===== src/rtl/snax_simbacore_launch_ctrl.sv =====
// Launch controller between the SNAX CSR manager and SimbaCore: buffers one pending config,
// issues it to the core when idle, and tracks completion through the core busy flag.
module snax_simbacore_launch_ctrl #(
    parameter int unsigned RegRWCount   = 6,
    parameter int unsigned RegROCount   = 4,
    parameter int unsigned RegDataWidth = 32,
    parameter int unsigned ConfigCount  = 5,
    parameter int unsigned BusyTimeout  = 16
) (
    input  logic                                 clk_i,
    input  logic                                 rst_ni,
    input  logic [RegRWCount*RegDataWidth-1:0]   csr_reg_set_i,
    input  logic                                 csr_reg_set_valid_i,
    output logic                                 csr_reg_set_ready_o,
    output logic [RegROCount*RegDataWidth-1:0]   csr_reg_ro_set_o,
    output logic [ConfigCount*RegDataWidth-1:0]  cfg_o,
    output logic                                 cfg_valid_o,
    input  logic                                 cfg_ready_i,
    input  logic                                 core_busy_i,
    input  logic [RegDataWidth-1:0]              core_cnt0_i,
    input  logic [RegDataWidth-1:0]              core_cnt1_i
);

    localparam int unsigned CfgWidth    = ConfigCount * RegDataWidth;
    localparam int unsigned RunCntWidth = $clog2(BusyTimeout + 1);
    localparam int unsigned StartBitIdx = (RegRWCount - 1) * RegDataWidth;
    localparam logic [RunCntWidth-1:0] RunCntMax = RunCntWidth'(BusyTimeout);

    typedef enum logic [1:0] {
        StIdle,
        StIssue,
        StRun
    } state_e;

    state_e                   state_q, state_d;
    logic                     pend_valid_q, pend_valid_d;
    logic [CfgWidth-1:0]      pend_q, pend_d;
    logic [CfgWidth-1:0]      cfg_q, cfg_d;
    logic                     cfg_valid_q, cfg_valid_d;
    logic [RegDataWidth-1:0]  perf_cnt_q, perf_cnt_d;
    logic [15:0]              job_cnt_q, job_cnt_d;
    logic                     seen_busy_q, seen_busy_d;
    logic [RunCntWidth-1:0]   run_cnt_q, run_cnt_d;

    logic                     accept;
    logic                     run_exit;
    logic [RegDataWidth-1:0]  ro_status;

    assign accept = csr_reg_set_valid_i && !pend_valid_q;

    always_comb begin
        state_d      = state_q;
        pend_valid_d = pend_valid_q;
        pend_d       = pend_q;
        cfg_d        = cfg_q;
        cfg_valid_d  = cfg_valid_q;
        perf_cnt_d   = perf_cnt_q;
        job_cnt_d    = job_cnt_q;
        seen_busy_d  = seen_busy_q;
        run_cnt_d    = run_cnt_q;
        run_exit     = 1'b0;

        // Bundles without the start bit are consumed and dropped.
        if (accept && csr_reg_set_i[StartBitIdx]) begin
            pend_d       = csr_reg_set_i[CfgWidth-1:0];
            pend_valid_d = 1'b1;
        end

        case (state_q)
            StIdle: begin
                if (pend_valid_q) begin
                    state_d     = StIssue;
                    cfg_valid_d = 1'b1;
                    cfg_d       = pend_q;
                end
            end
            StIssue: begin
                if (cfg_ready_i) begin
                    cfg_valid_d  = 1'b0;
                    pend_valid_d = 1'b0;
                    perf_cnt_d   = '0;
                    seen_busy_d  = 1'b0;
                    run_cnt_d    = '0;
                    state_d      = StRun;
                end
            end
            StRun: begin
                perf_cnt_d  = (perf_cnt_q == '1) ? perf_cnt_q : perf_cnt_q + RegDataWidth'(1);
                run_cnt_d   = (run_cnt_q == RunCntMax) ? run_cnt_q : run_cnt_q + RunCntWidth'(1);
                seen_busy_d = seen_busy_q | core_busy_i;
                // Timeout counts the current cycle, so a zero-work job spends BusyTimeout cycles here.
                run_exit = (seen_busy_q && !core_busy_i) || (!seen_busy_d && run_cnt_d == RunCntMax);
                if (run_exit) begin
                    job_cnt_d = job_cnt_q + 16'd1;
                    if (pend_valid_q) begin
                        state_d     = StIssue;
                        cfg_valid_d = 1'b1;
                        cfg_d       = pend_q;
                    end else begin
                        state_d = StIdle;
                    end
                end
            end
            default: state_d = StIdle;
        endcase
    end

    always_ff @(posedge clk_i or negedge rst_ni) begin
        if (!rst_ni) begin
            state_q      <= StIdle;
            pend_valid_q <= 1'b0;
            pend_q       <= '0;
            cfg_q        <= '0;
            cfg_valid_q  <= 1'b0;
            perf_cnt_q   <= '0;
            job_cnt_q    <= '0;
            seen_busy_q  <= 1'b0;
            run_cnt_q    <= '0;
        end else begin
            state_q      <= state_d;
            pend_valid_q <= pend_valid_d;
            pend_q       <= pend_d;
            cfg_q        <= cfg_d;
            cfg_valid_q  <= cfg_valid_d;
            perf_cnt_q   <= perf_cnt_d;
            job_cnt_q    <= job_cnt_d;
            seen_busy_q  <= seen_busy_d;
            run_cnt_q    <= run_cnt_d;
        end
    end

    always_comb begin
        ro_status        = '0;
        ro_status[0]     = (state_q != StIdle) || pend_valid_q;
        ro_status[1]     = pend_valid_q;
        ro_status[31:16] = job_cnt_q;
    end

    assign csr_reg_set_ready_o = !pend_valid_q;
    assign cfg_o               = cfg_q;
    assign cfg_valid_o         = cfg_valid_q;
    assign csr_reg_ro_set_o    = {core_cnt1_i, core_cnt0_i, perf_cnt_q, ro_status};

endmodule


===== config.mk =====
export PLATFORM = sky130hd
export DESIGN_NAME = snax_simbacore_launch_ctrl
export DESIGN_NICKNAME = d
export VERILOG_FILES = /design/src/rtl/snax_simbacore_launch_ctrl.sv
export SDC_FILE = /design/constraint.sdc
export NUM_CORES = 1
export LEC_CHECK = 0
export CAP_MARGIN = 30
export CELL_PAD_IN_SITES_DETAIL_PLACEMENT = 1
export CELL_PAD_IN_SITES_GLOBAL_PLACEMENT = 1
export CORE_MARGIN = 1
export CORE_UTILIZATION = 32
export DETAILED_ROUTE_END_ITERATION = 16
export GPL_TIMING_DRIVEN = 0
export PLACE_DENSITY_LB_ADDON = 0.1
export SLEW_MARGIN = 10
export SYNTH_ARGS = -nofsm -noshare
export SYNTH_HDL_FRONTEND = slang
export SYNTH_SLANG_ARGS = --single-unit

===== constraint.sdc =====
create_clock -name clk_i -period 2.49 [get_ports clk_i]
set_clock_uncertainty 0.15 [all_clocks]
set_input_delay 0.747 -clock clk_i [delete_from_list [all_inputs] [get_ports clk_i]]
set_output_delay 0.747 -clock clk_i [all_outputs]
set_load 0.005 [all_outputs]

==> qor.yml <==
maxCapViolations: 0
clk_latency_ps: 560
cpPeakStageDelay_ps: 460
portBuffers: 441
netlist-cell-type-count: 57
grt_max_degree: 106
seq_power_share_pct: 35.5
ir_worst_vdd_mv: 0.6115
multi_input_comb_area_um2: 5769
synth.area.top_cells: "dfrtp_1 61%, mux2_2 17%, mux2_1 6.4%"
relSlewSlack_pct: 53.46
powerDensity_nw_per_um2: 1247
initial_core_util_pct: 32.55
dieWidth_um: 222.6
path_cells: "inv_2, ha_4, nand4bb_1, o22ai_1, o211ai_2, a31oi_4, buf_4, buf_12, bufbuf_16, mux2_2"
tritoncts: "built"
clock_path_buffers: 3
first_iter_violations: 311
crit_required_ps: 2780
power.share.clock_pct: 21.3
die_height_um: 222.6
pwr-share-comb_pct: 43.2
gp_congestion: 0.7601
grt_pass1_wl_um: 69200
fin_crit_ps: 2732
htree_levels: 2
setup-violations-final: 162
setup_tns_ps: -27150
fin_nets: 1895
yosysTopAreaCell: "dfrtp_1"
overflow: 0
drt-total-wl_um: 45960
setup_slack_ps: -242.1
critPathKind: "reg2reg"
switchingPower_uw: 8321
regArea_um2: 9479
nFillCells: 4776
antenna_found_initial: 14
cp_max_fo: 9
avgRoutedWirePerCell_um: 20.11
worstMarginPinSlew_ps: 698.2
slowest_stage: "dfrtp_2"
synthCells: 1080
dieArea_um2: 49550
antenna_left: 0
synth_top_area_share_pct: 60.74
p_sw_share_pct: 28.05
arrival_ps: 3030
max_freq_ghz: 0.3660
seq_area_frac_synth_pct: 60.74
cts.clk_slew.worst_paths_ps: 60
firstDrtPassIters: 4
syn2layout_area_growth_pct: 52.72
critPathCaptureType: "flop"
violations: "setup timing"
synth_edf_count: 0
holdCritPathClass: "in2async"
ys.flop_type: "dfrtp_1"
leakage_uw: 0.01038
vias: 10713
fin_crit_sh_pct: 109.7
ys_seq_elements: 378
cts_root_buf: "clkbuf_16"
track_usage_pct: 18.06
p_int_uw: 21350
syn_avg_cell_area_um2: 14.42
rows: 80
first_global_vias: 11573
ys_async_sr_fraction_pct: 100.0
drv_slew: 0
status: "finished, violations left"
fin_util_pct: 49.71
start_kind: "flop"
ys_warn_count: 0
via_per_inst: 4.686
dp_hpwl_um: 31540
cts_hold_buf: 0
clock-sinks: 378
io_pins: 551
drive_gt1_share_pct: 36.22
power_uw: 29670
rsz0062_at_grt: "true"
core_um2: 47850
syn-cell-area_um2: 15570
drc: 0
numCtsBuffers: 44
hold_viol: 0
layout by cell type, fill, tap and decap left out, drive strengths merged, types with 4 or more instances in the layout:
master,n
and3,7
o31ai,5
or3,16
clkdlybuf4s50,434
ha,4
a21oi,21
diode,6
o21ai,21
buf,143
mux2,321
dfrtp,378
clkinv,12
a31oi,5
nor2,18
nand3,18
nor3,5
a2111oi,6
nand2,21
inv,5
and4,9
conb,14
nand4,15
xor2,18
a211oi,10
o211ai,4
clkbuf,100
nand2b,7
power by group through the flow:
stage	Sequential [µW]	Clock [µW]	Combinational (µW)
after CTS	10500	6590	12000
after floorplan	10300	0	4730
after global routing	10900	6780	13700
final	10500	6330	12800
after global placement	10400	0	9480
after detailed placement	10500	0	9670
critical path: cells and delay by family, from the launching register on:
| family | cells | cell delay [ps] |
|---|---|---|
| AO/OA/AOI/OAI | 3 | 650 |
| buffers and inverters | 4 | 670 |
| adder cells (fa/ha/maj) | 1 | 130 |
| flip-flops | 1 | 460 |
| multiplexers | 1 | 320 |
| AND/OR/NAND/NOR | 1 | 230 |
metal layers:
metal  vias up  global-route usage [%]  part of all wire (%)
met1      5475                   22.14                    41
met2       284                   28.50                    48
met4        16                   5.740                   2.2
met3        66                   7.829                   9.4
li1       4872                       -                     -
met5         -                       0                  0.20
cells by family after synthesis:
logic type               synth area share [%]
multiplexers                            23.34
XOR/XNOR                                1.181
adder cells (fa/ha/maj)                0.3214
flip-flops                              60.74
buffers and inverters                   5.689
AND/OR/NAND/NOR                         5.062
AO/OA/AOI/OAI                           3.640
other                                 0.02408
cells in the mapped netlist, drive strengths merged, types with 3 or more instances:
| master | instances |
|---|---|
| o211ai | 4 |
| o31ai | 5 |
| nor2 | 18 |
| nand3 | 18 |
| and3 | 7 |
| nor2b | 3 |
| and4 | 9 |
| nand2 | 21 |
| nor3 | 5 |
| ha | 4 |
| clkbuf | 27 |
| xnor2 | 3 |
| a2111oi | 6 |
| buf | 101 |
| or3 | 16 |
| o21ai | 21 |
| xor2 | 18 |
| mux2 | 321 |
| a21oi | 21 |
| a31oi | 5 |
| nand2b | 7 |
| nand4 | 15 |
| inv | 5 |
| nand3b | 3 |
| dfrtp | 378 |
| and2 | 3 |
| a211oi | 10 |
worst paths after layout:
check                                               from                       to  slack (ps)  cells past startpoint
max in group asynchronous                         rst_ni    cfg_o[57]$_DFFE_PN0P_         730                      3
worst min-delay path                              rst_ni  pend_q[120]$_DFFE_PN0P_          20                      1
worst min register to register   cfg_valid_o$_DFFE_PN0P_  cfg_valid_o$_DFFE_PN0P_         320                      1
worst max-delay path            run_cnt_q[0]$_DFFE_PN0P_    cfg_o[44]$_DFFE_PN0P_        -240                     10
worst max register to register  run_cnt_q[0]$_DFFE_PN0P_    cfg_o[44]$_DFFE_PN0P_        -240                     10
min in group clk_i               cfg_valid_o$_DFFE_PN0P_  cfg_valid_o$_DFFE_PN0P_         320                      1
layout make-up:
class	count	share of cell area [%]
Tap cell	615	3.235
Timing Repair Buffer	493	22.02
Clock buffer	67	5.550
Clock inverter	14	0.4577
Sequential cell	378	39.86
Buffer	126	4.482
Multi-Input combinational cell	582	24.26
Antenna cell	6	0.06313
Inverter	5	0.07891
registers in the layout, summed over array words and instances, names as in the netlist:
name	flops
seen_busy_q	1
cfg_o	160
state_q	2
cfg_valid_o	1
run_cnt_q	5
pend_valid_q	1
perf_cnt_q	32
pend_q	160
job_cnt_q	16
metrics by stage:
step	worst slack [ps]	cell area, µm²	hold slack [ps]	cells
2_1_floorplan	-69.34	15620	301.4	1093
3_3_place_gp	-16610	20810	309.5	2149
3_5_place_dp	-1339	20900	315.5	2152
4_1_cts	-201.9	23230	16.89	2260
5_1_grt	-341.2	23770	54.27	2282
6_report	-242.1	23780	23.37	2286
timing repair:
| action | CTS | global route |
|---|---|---|
| gates cloned | 6 | 8 |
| buffers inserted | 22 | 13 |
| setup endpoints to repair | 303 | 203 |
| resized for setup | 150 | 79 |
| pin swaps | 6 | 6 |
Note: power is estimated with default switching activity, not from simulation.
